--- src/rtl/fb_pkg.sv ---
// Shared types and constants for the framebuffer blitter.
package fb_pkg;

  localparam int unsigned FB_WIDTH_DEF  = 640;
  localparam int unsigned FB_HEIGHT_DEF = 480;
  localparam int unsigned FB_ADDR_W     = 19;

  typedef enum logic {
    OpClear = 1'b0,
    OpBlit  = 1'b1
  } fb_op_t;

  typedef enum logic [1:0] {
    StIdle,
    StRun,
    StDrain
  } fb_blit_state_t;

  // Shift-and-add start-of-row offset; only used once per command.
  function automatic logic [FB_ADDR_W-1:0] row_offset(input logic [8:0] y,
                                                      input int unsigned width);
    logic [FB_ADDR_W-1:0] acc;
    acc = '0;
    for (int i = 0; i < 9; i++) begin
      if (y[i]) acc = acc + (FB_ADDR_W'(width) << i);
    end
    return acc;
  endfunction

endpackage

--- src/rtl/fb_blit_walker.sv ---
// Rectangle walker: steps pixel pairs along a row, then down rows, tracking the
// row base address incrementally.
module fb_blit_walker
  import fb_pkg::*;
#(
  parameter int unsigned FB_WIDTH = FB_WIDTH_DEF
) (
  input  logic                 clock,
  input  logic                 reset,
  input  logic                 start,
  input  logic                 advance,
  input  logic [9:0]           x,
  input  logic [8:0]           y,
  input  logic [9:0]           w,
  input  logic [8:0]           h,
  output logic                 last,
  output logic                 pad,
  output logic [10:0]          col,
  output logic [9:0]           row,
  output logic [FB_ADDR_W-1:0] row_base,
  output logic [15:0]          idx
);

  logic [9:0]           x_q;
  logic [9:0]           ppr_q;
  logic [9:0]           k_q;
  logic [8:0]           h_q;
  logic [8:0]           r_q;
  logic                 odd_q;
  logic [10:0]          col_q;
  logic [9:0]           row_q;
  logic [FB_ADDR_W-1:0] row_base_q;
  logic [15:0]          idx_q;
  logic                 row_end;

  assign row_end  = (k_q == ppr_q - 10'd1);
  assign last     = row_end && (r_q == h_q - 9'd1);
  // Odd width: the right pixel of the final pair in each row lies outside the rectangle.
  assign pad      = row_end && odd_q;
  assign col      = col_q;
  assign row      = row_q;
  assign row_base = row_base_q;
  assign idx      = idx_q;

  always_ff @(posedge clock or posedge reset) begin
    if (reset) begin
      x_q        <= '0;
      ppr_q      <= '0;
      k_q        <= '0;
      h_q        <= '0;
      r_q        <= '0;
      odd_q      <= 1'b0;
      col_q      <= '0;
      row_q      <= '0;
      row_base_q <= '0;
      idx_q      <= '0;
    end else if (start) begin
      x_q        <= x;
      ppr_q      <= (w >> 1) + {9'b0, w[0]};
      h_q        <= h;
      odd_q      <= w[0];
      k_q        <= '0;
      r_q        <= '0;
      col_q      <= {1'b0, x};
      row_q      <= {1'b0, y};
      row_base_q <= row_offset(y, FB_WIDTH);
      idx_q      <= '0;
    end else if (advance) begin
      idx_q <= idx_q + 16'd1;
      if (row_end) begin
        k_q        <= '0;
        r_q        <= r_q + 9'd1;
        col_q      <= {1'b0, x_q};
        row_q      <= row_q + 10'd1;
        row_base_q <= row_base_q + FB_ADDR_W'(FB_WIDTH);
      end else begin
        k_q   <= k_q + 10'd1;
        col_q <= col_q + 11'd2;
      end
    end
  end

endmodule

--- src/rtl/fb_blitter.sv ---
// Command-driven two-pixel-per-cycle framebuffer writer (CLEAR / BLIT with clipping).
// Optional build macro FB_BLIT_TRANSPARENCY_EN: BLIT skips pixels of value 4'h0.
module fb_blitter
  import fb_pkg::*;
#(
  parameter int unsigned FB_WIDTH  = FB_WIDTH_DEF,
  parameter int unsigned FB_HEIGHT = FB_HEIGHT_DEF
) (
  input  logic                 clock,
  input  logic                 reset,
  input  logic                 cmd_valid,
  output logic                 cmd_ready,
  input  logic                 cmd_op,
  input  logic [9:0]           cmd_x,
  input  logic [8:0]           cmd_y,
  input  logic [9:0]           cmd_w,
  input  logic [8:0]           cmd_h,
  input  logic [15:0]          cmd_base,
  input  logic [3:0]           cmd_color,
  output logic                 busy,
  output logic                 done,
  output logic [15:0]          spr_addr,
  input  logic [7:0]           spr_data,
  output logic [FB_ADDR_W-1:0] addr_wr1,
  output logic [FB_ADDR_W-1:0] addr_wr2,
  output logic [3:0]           data_wr1,
  output logic [3:0]           data_wr2,
  output logic                 wr1_en,
  output logic                 wr2_en
);

  localparam logic [11:0] WidthLim  = 12'(FB_WIDTH);
  localparam logic [9:0]  HeightLim = 10'(FB_HEIGHT);

  fb_blit_state_t       state_q, state_d;
  fb_op_t               op_q;
  logic [15:0]          base_q;
  logic [3:0]           color_q;
  logic                 done_q;
  logic                 en1_q, en2_q, blit_q;
  logic [FB_ADDR_W-1:0] addr1_q, addr2_q;

  logic                 accept, run;
  logic                 w_last, w_pad;
  logic [10:0]          w_col;
  logic [9:0]           w_row;
  logic [FB_ADDR_W-1:0] w_row_base;
  logic [15:0]          w_idx;
  logic                 row_ok, col1_ok, col2_ok;
  logic [FB_ADDR_W-1:0] pix_addr;

  assign accept = cmd_valid && (state_q == StIdle);
  assign run    = (state_q == StRun);

  fb_blit_walker #(
    .FB_WIDTH(FB_WIDTH)
  ) u_walker (
    .clock   (clock),
    .reset   (reset),
    .start   (accept),
    .advance (run),
    .x       (cmd_x),
    .y       (cmd_y),
    .w       (cmd_w),
    .h       (cmd_h),
    .last    (w_last),
    .pad     (w_pad),
    .col     (w_col),
    .row     (w_row),
    .row_base(w_row_base),
    .idx     (w_idx)
  );

  always_comb begin
    state_d = state_q;
    unique case (state_q)
      StIdle: begin
        if (accept) state_d = (cmd_w != 10'd0 && cmd_h != 9'd0) ? StRun : StDrain;
      end
      StRun: begin
        if (w_last) state_d = StDrain;
      end
      StDrain: state_d = StIdle;
      default: state_d = StIdle;
    endcase
  end

  assign row_ok   = (w_row < HeightLim);
  assign col1_ok  = ({1'b0, w_col} < WidthLim);
  assign col2_ok  = ({1'b0, w_col} + 12'd1 < WidthLim);
  assign pix_addr = w_row_base + {8'b0, w_col};

  // Pair pipeline stage: issued while spr_addr is out, written when spr_data returns.
  always_ff @(posedge clock or posedge reset) begin
    if (reset) begin
      state_q <= StIdle;
      op_q    <= OpClear;
      base_q  <= '0;
      color_q <= '0;
      done_q  <= 1'b0;
      en1_q   <= 1'b0;
      en2_q   <= 1'b0;
      blit_q  <= 1'b0;
      addr1_q <= '0;
      addr2_q <= '0;
    end else begin
      state_q <= state_d;
      done_q  <= (state_q == StDrain);
      if (accept) begin
        op_q    <= fb_op_t'(cmd_op);
        base_q  <= cmd_base;
        color_q <= cmd_color;
      end
      en1_q   <= run && row_ok && col1_ok;
      en2_q   <= run && row_ok && col2_ok && !w_pad;
      blit_q  <= run && (op_q == OpBlit);
      addr1_q <= pix_addr;
      addr2_q <= pix_addr + 19'd1;
    end
  end

  assign cmd_ready = (state_q == StIdle);
  assign busy      = (state_q != StIdle);
  assign done      = done_q;
  assign spr_addr  = base_q + w_idx;
  assign addr_wr1  = addr1_q;
  assign addr_wr2  = addr2_q;
  assign data_wr1  = blit_q ? spr_data[3:0] : color_q;
  assign data_wr2  = blit_q ? spr_data[7:4] : color_q;

`ifdef FB_BLIT_TRANSPARENCY_EN
  assign wr1_en = en1_q && !(blit_q && spr_data[3:0] == 4'h0);
  assign wr2_en = en2_q && !(blit_q && spr_data[7:4] == 4'h0);
`else
  assign wr1_en = en1_q;
  assign wr2_en = en2_q;
`endif

endmodule

--- config.mk ---
export PLATFORM = sky130hd
export DESIGN_NAME = fb_blitter
export DESIGN_NICKNAME = d
export VERILOG_FILES = /design/src/rtl/fb_pkg.sv /design/src/rtl/fb_blit_walker.sv /design/src/rtl/fb_blitter.sv
export SDC_FILE = /design/constraint.sdc
export NUM_CORES = 1
export LEC_CHECK = 0
export CAP_MARGIN = 20
export CORE_UTILIZATION = 40
export CTS_BUF_LIST = sky130_fd_sc_hd__clkbuf_4
export DETAILED_ROUTE_END_ITERATION = 8
export GPL_TIMING_DRIVEN = 0
export PLACE_DENSITY = 0.62
export SLEW_MARGIN = 20
export SYNTH_ARGS = -nofsm -noshare
export SYNTH_HDL_FRONTEND = slang
export SYNTH_SLANG_ARGS = --single-unit
--- constraint.sdc ---
create_clock -name clock -period 9 [get_ports clock]
set_input_delay 2.7 -clock clock [delete_from_list [all_inputs] [get_ports clock]]
set_output_delay 2.7 -clock clock [all_outputs]
set_load 0.005 [all_outputs]
; ---- After elaboration in Yosys (flattened, before gate mapping)
; Cells that the tools add are included.
[totals]
regBits = 170
output_inout_bits = 67
wordCells = 108
[classes]
n_eq_ne = 6
add_sub_neg = 21
n_reduce_logical = 18
n_lt_le_gt_ge = 3
mux = 40
[ops]
columns = op, count
row1 = $mux W19, 19
row2 = $mux W10, 7
row3 = $mux W11, 3
row4 = $mux W16, 2
row5 = $mux W9, 3
row6 = $add A10 B1 Y10 const B, 2
row7 = $add A19 B1 Y19 const B, 1
row8 = $add A19 B10 Y19 const B, 1
row9 = $add A19 B11 Y19, 1
row10 = $add A19 B11 Y19 const B, 1
row11 = $add A19 B12 Y19 const B, 1
row12 = $add A19 B13 Y19 const B, 1
row13 = $add A19 B14 Y19 const B, 1
row14 = $add A19 B15 Y19 const B, 1
row15 = $add A19 B16 Y19 const B, 1
row16 = $add A19 B17 Y19 const B, 1
row17 = $add A19 B18 Y19 const B, 1
row18 = $add A16 B1 Y16 const B, 1
row19 = $add A16 B16 Y16, 1
row20 = $add A11 B1 Y12 const B, 1
row21 = $lt A12 B10 Y1 const B, 1
row22 = $add A11 B2 Y11 const B, 1
row23 = $lt A11 B10 Y1 const B, 1
row24 = $add A9 B1 Y10, 1
row25 = other kinds (19), 34

; ---- Logic depth before layout (Yosys ltp)
[depth]
ltp_word = 27
depth_mapped = 24
mapped_depth_nobuf = 24

; ---- Hierarchy
; Synthesis repeated with hierarchy kept, for this count alone.
[unflattened]
cells_unflattened = 1065
area_unflattened_um2 = 10147.2
[by_module_without_submodules]
columns = mod, area_each_um2, seq_area_each_um2, instances, cells_per_inst
row1 = fb_blit_walker, 6169.7, 2452.4, 1, 670
row2 = fb_blitter, 3977.6, 1626.6, 1, 395

; ---- Worst setup path after synthesis
; OpenSTA, ideal clock, no wires.
[synth_timing]
path_type = in2reg
startpoint = in cmd_y[0]
endpoint = reg u_walker.row_base_q[17], in the netlist u_walker.row_base[17]
arrival_ns = 6.836
path_slack_ns = 2.098
n_path_buf = 0
t_required_ns = 8.934
stages = 20
cell_sequence = ha_1 -> mux2_2 -> ha_1 -> mux2_2 -> ha_1 -> nand2b_1 -> xnor2_1 -> ha_1 -> nand2b_1 -> o21a_1 -> ha_1 -> mux2_2 -> ha_1 -> mux2_2 -> ha_1 -> nand2b_1 -> nor3_1 -> a211oi_1 -> a21o_1 -> nand2_1
[synth_via]
elab_chain_len = 26
[synth_lines]
columns = element, line
row1 = from (decl), fb_blitter.sv:15  ; input logic [8:0] cmd_y,
row2 = $mux W10 *, fb_pkg.sv:25  ; if (y[i]) acc = acc + (FB_ADDR_W'(width) << i);
row3 = $mux W19 *, fb_blit_walker.sv:57  ; end else if (start) begin
row4 = $add A19 B11 Y19, fb_pkg.sv:25
row5 = $mux W19 *, fb_pkg.sv:25
row6 = $mux W19 *, fb_blit_walker.sv:57
row7 = $add A19 B12 Y19, fb_pkg.sv:25
row8 = $mux W19 *, fb_pkg.sv:25
row9 = $mux W19 *, fb_blit_walker.sv:57
row10 = (+10 left out), --
row11 = $mux W19 *, fb_pkg.sv:25
row12 = $mux W19 *, fb_blit_walker.sv:57
row13 = $add A19 B17 Y19, fb_pkg.sv:25
row14 = $mux W19 *, fb_pkg.sv:25
row15 = $mux W19 *, fb_blit_walker.sv:57
row16 = $add A19 B18 Y19, fb_pkg.sv:25
row17 = $mux W19 *, fb_pkg.sv:25
row18 = $mux W19 *, fb_blit_walker.sv:57
row19 = to (signal assigned), fb_blit_walker.sv:66  ; row_base_q <= row_offset(y, FB_WIDTH);
row20 = to (signal assigned), fb_blit_walker.sv:75  ; row_base_q <= row_base_q + FB_ADDR_W'(FB_WIDTH);
row21 = to (decl), fb_blit_walker.sv:32  ; logic [FB_ADDR_W-1:0] row_base_q;
; Every way passes the cells marked *; elsewhere a longest branch is shown, timed or not. The select of a mux whose other input is x is not followed.
; A chain may end at the register's enable or synchronous reset.

; ---- Final worst setup path
; Same ends and word-level chain as after synthesis.

==> flow_summary.yaml <==
outcome:
  outcome: "finished clean"
yosys:
  yosysSeqAreaShare_pct: 43.6
  synthesis.area_per_instance_um2: 8.70
  synth-main-ff-cell: "dfrtp_1"
  syn_inst: 1074
  ys_seq_elements: 163
  synth_cell_type_count: 59
  async_flop_share_pct: 100
  synth.yosys.warnings: 0
  synth.cell_area_um2: 9350
  syn_nets: 1186
  synth_edf_count: 0
floorplanning:
  core.rowCount: 55
  core_um2: 22800
  fp.dieArea_um2: 24000
  floorplan.initialDensity_pct: 41.0
  boundaryPins: 137
  die-height_um: 155
  die_w_um: 155
global_routing:
  global_route.usage.met1_pct: 28.2
  grt_pass1_vias: 7637
  remaining_overflow_grt: 0
  maximum_number_of_pins_on_one_net_before_global_route_repair: 104
  number_of_antenna_violations_at_the_first_check_in_global_routing: 1
  met2_usage_pct: 34.0
  grt_util_all_layers_pct: 20.4
  grt_first_pass_wirelength_mm: 38.9
  grt_use_met3_pct: 3.34
  top_usage_layer: "met2"
sta:
  slew_viol_final: 0
  worst_pin_slew_ns: 0.687
  rsz_0062_raised_after_global_routing: "no"
  fmaxAchievable_mhz: 138
  setup-violations-final: 0
  finClkSkew_ns: 0.0275
  finalCritPeriodShare_pct: 80.7
  maxSlewHeadroom_pct: 54.2
  fin_crit_ns: 7.26
  number_of_hold_slack_violations_in_the_final_timing_report: 0
  total_negative_setup_slack_ns: 0
routing:
  drt_pass_1_iters: 5
  drt-wirelength-per-cell_um: 15.3
  detail_route.drc_violations: 0
  finalWirelength_mm: 23.8
  vias_per_cell: 5.10
  route.vias.total: 7910
  detail-route-antenna-nets: 0
  detailedRoute.firstIterationViolations: 426
clocking:
  root_buffer: "clkbuf_4"
  clock_tree.buffer_depth: 2
  post-cts-setup-buffers: 0
  clkSinkCount: 163
  clkTransAtPathRegs_ns: 0.16
  clk_latency_ns: 0.58
  cts_htree_levels: 4
  cts_buffers: 17
  post_cts_resize_count: 0
  cts_hold_buffers: 0
  cts_tree: "done"
worst_setup_path:
  family_of_cells_with_the_greatest_summed_delay_on_the_critical_path: "adder cells"
  worst-path-max-fanout: 4
  worstPathRequired_ns: 9.53
  cells_along_the_critical_path: "clkdlybuf4s50_1 -> ha_1 -> mux2_2 -> ha_1 -> mux2_2 -> ha_1 -> nand2b_1 -> xnor2_1 -> ha_1 -> nand2b_1 -> o21a_1 -> ha_1 -> nor2b_1 -> xor2_1 -> ha_1 -> mux2_2 -> ha_1 -> nand2b_1 -> nor3_1 -> a211oi_1 -> a21o_1 -> nand2_1"
  worstReg2RegStart: "u_walker.ppr_q[0]$_DFFE_PP0P_"
  critical_path_start_end_classification: "in -> reg"
  critical_path_cell_count: 22
  kind_of_start_point_of_the_critical_path: "input port"
  critPathArrivalTime_ns: 7.79
  ff2ff_path_depth: 10
  crit_path_frequent_cell: "ha_1"
  worst_path_largest_cell_delay_ns: 0.57
  cp_num_buf_inv: 1
  cp-end-kind: "flop"
  timing.critical_path.slowest_stage_cell: "clkdlybuf4s50_1"
  timing.critical_path.from: "cmd_y[0]"
placement:
  place.detailed.instances: 1518
  port_buffers: 130
  dp.final_hpwl_mm: 17.7
  routabilityCongestion: 0.852
power_and_ir_drop:
  power-per-cell-area_nw_per_um2: 318
  vdd_ir_drop_max_v: 0.000127
  power_frac_seq_pct: 35.4
  switching_power_uw: 1530
  power_leakage_uw: 0.00502
  cellInternalPower_uw: 2090
  power.switching_fraction_pct: 42.3
  p_comb_share_pct: 51.2
  power_frac_clock_pct: 13.3
  finalPower_uw: 3620
layout:
  layout.filler_cells: 2211
  postLayoutCoreUtil_pct: 50.0
  count_of_placed_standard_cells_in_the_final_layout_fillers_left_out: 1551
  num-nets-final: 1336
  drive_above_1_share_pct: 4.53
  area.growth.synth_to_final_pct: 21.9
hold_path:
  hold_start: "u_walker.x_q[1]$_DFFE_PP0P_"
  hold_path_class: "reg -> reg"
  hold-path-cell-count: 2
run:
  drv.max_cap_violation_count: 0
==> layout by cell type (no fill, tap or decap), types with 27 or more instances in the layout <==
cell type / netlist / layout
nand3_1: 41 / 41
nor2_1: 69 / 69
xor2_1: 41 / 41
dfrtp_1: 163 / 163
ha_1: 41 / 41
a21oi_1: 52 / 52
xnor2_1: 65 / 65
inv_1: 28 / 27
clkdlybuf4s50_1: 0 / 130
nand2_1: 224 / 224
clkbuf_1: 48 / 48
o21ai_0: 66 / 66
==> worst register-to-register path: stages, from the launching register on <==
cell and delay (ns):
dfrtp_1 0.45, inv_1 0.09, ha_1 0.29, nor2b_1 0.16, or3_1 0.35, a31oi_1 0.16, nand4_1 0.31, o31ai_2 0.37
clkbuf_1 0.51, o21ai_0 0.19, o21ai_0 0.12
==> power by group through the flow <==
stage / clock [uW] / combinational [uW] / sequential (uW)
CTS: 493 / 1870 / 1290
floorplan: 0 / 1170 / 1240
detailed placement: 0 / 1870 / 1300
global route: 525 / 2080 / 1330
finish: 482 / 1860 / 1280
global placement: 0 / 1830 / 1300
==> through the flow <==
stage / setup slack (ns) / hold slack [ns] / cell area, um2
final: 1.74 / 0.490 / 11400
after global routing: 1.55 / 0.524 / 11400
after CTS: 1.80 / 0.489 / 11400
after detailed placement: 1.20 / 0.459 / 11100
after global placement: -0.493 / 0.453 / 11000
after floorplan: 1.90 / 0.437 / 9350
==> path summary, 6_finish.rpt <==
path / endpoint / slack (ns)
worst min register to register: u_walker.x_q[1]$_DFFE_PP0P_ / 0.49
worst min-delay path: u_walker.x_q[1]$_DFFE_PP0P_ / 0.49
max in group asynchronous: u_walker.x_q[1]$_DFFE_PP0P_ / 5.63
min in group asynchronous: base_q[12]$_DFFE_PP0P_ / 2.51
worst max-delay path: u_walker.row_base[17]$_DFFE_PP0P_ / 1.74
worst max register to register: u_walker.row_base[11]$_DFFE_PP0P_ / 5.97
==> layer usage <==
| metal | part of all wire [%] | vias to the layer above |
|---|---|---|
| met2 | 48 | 181 |
| met1 | 47 | 3749 |
| met4 | 0.89 | 0 |
| met3 | 4.2 | 19 |
| met5 | 0 | - |
| li1 | - | 3961 |
==> cells in the mapped netlist, types with 2 or more instances <==
| library cell | instances | share of area [%] |
|---|---|---|
| nand2_1 | 224 | 9.0 |
| dfrtp_1 | 163 | 44 |
| nor2_1 | 69 | 2.8 |
| o21ai_0 | 66 | 3.5 |
| xnor2_1 | 65 | 6.1 |
| a21oi_1 | 52 | 2.8 |
| clkbuf_1 | 48 | 1.9 |
| ha_1 | 41 | 5.5 |
| nand3_1 | 41 | 2.2 |
| xor2_1 | 41 | 3.8 |
| inv_1 | 28 | 1.1 |
| nand2b_1 | 21 | 1.4 |
| nand4_1 | 20 | 1.3 |
| a31oi_1 | 17 | 1.1 |
| and3_1 | 16 | 1.1 |
| nor3_1 | 16 | 0.86 |
| nor2b_1 | 13 | 0.87 |
| o211ai_1 | 11 | 0.88 |
| o21ai_1 | 11 | 0.59 |
| o22ai_1 | 11 | 0.74 |
| o21a_1 | 9 | 0.72 |
| and2_1 | 7 | 0.47 |
| mux2i_1 | 7 | 0.75 |
| buf_2 | 6 | 0.32 |
| or2_2 | 6 | 0.40 |
| a21o_1 | 5 | 0.40 |
| buf_1 | 5 | 0.20 |
| mux2_2 | 5 | 0.60 |
| nand3b_1 | 5 | 0.40 |
| nor4_1 | 5 | 0.33 |
| o21bai_1 | 4 | 0.32 |
| a211oi_1 | 3 | 0.24 |
| or3_1 | 3 | 0.20 |
| a22oi_1 | 2 | 0.16 |
| a41o_1 | 2 | 0.21 |
| nand4b_1 | 2 | 0.19 |
| o31ai_1 | 2 | 0.16 |
==> state kept, by name (all words and copies together), names as in the netlist <==
name / cells
addr_wr1: 19
addr_wr2: 19
base_q: 16
u_walker.idx: 16
u_walker.row_base: 12
u_walker.col: 11
u_walker.k_q: 10
u_walker.ppr_q: 10
u_walker.row: 10
u_walker.x_q: 10
u_walker.h_q: 9
u_walker.r_q: 9
color_q: 4
state_q: 2
blit_q: 1
done: 1
op_q: 1
u_walker.odd_q: 1
wr1_en: 1
wr2_en: 1
==> area by class of cell <==
type	count	area [um2]	area share, %
Tap cell	313	392	3.44
Timing Repair Buffer	131	1330	11.7
Clock inverter	15	191	1.68
Buffer	60	240	2.11
Clock buffer	17	128	1.12
Inverter	28	113	0.988
Multi-Input combinational cell	823	4920	43.2
Antenna cell	1	2.50	0.0220
Sequential cell	163	4080	35.8
==> cells by family after synthesis <==
| kind of cell | after synthesis | synth area share [%] |
|---|---|---|
| XOR/XNOR | 107 | 10.2 |
| AO/OA/AOI/OAI | 207 | 13.1 |
| AND/OR/NAND/NOR | 455 | 22.3 |
| adder cells (fa/ha/maj) | 42 | 5.70 |
| multiplexers | 12 | 1.35 |
| flip-flops | 163 | 43.6 |
| buffers and inverters | 88 | 3.69 |
(Power assumes the default switching activity.)
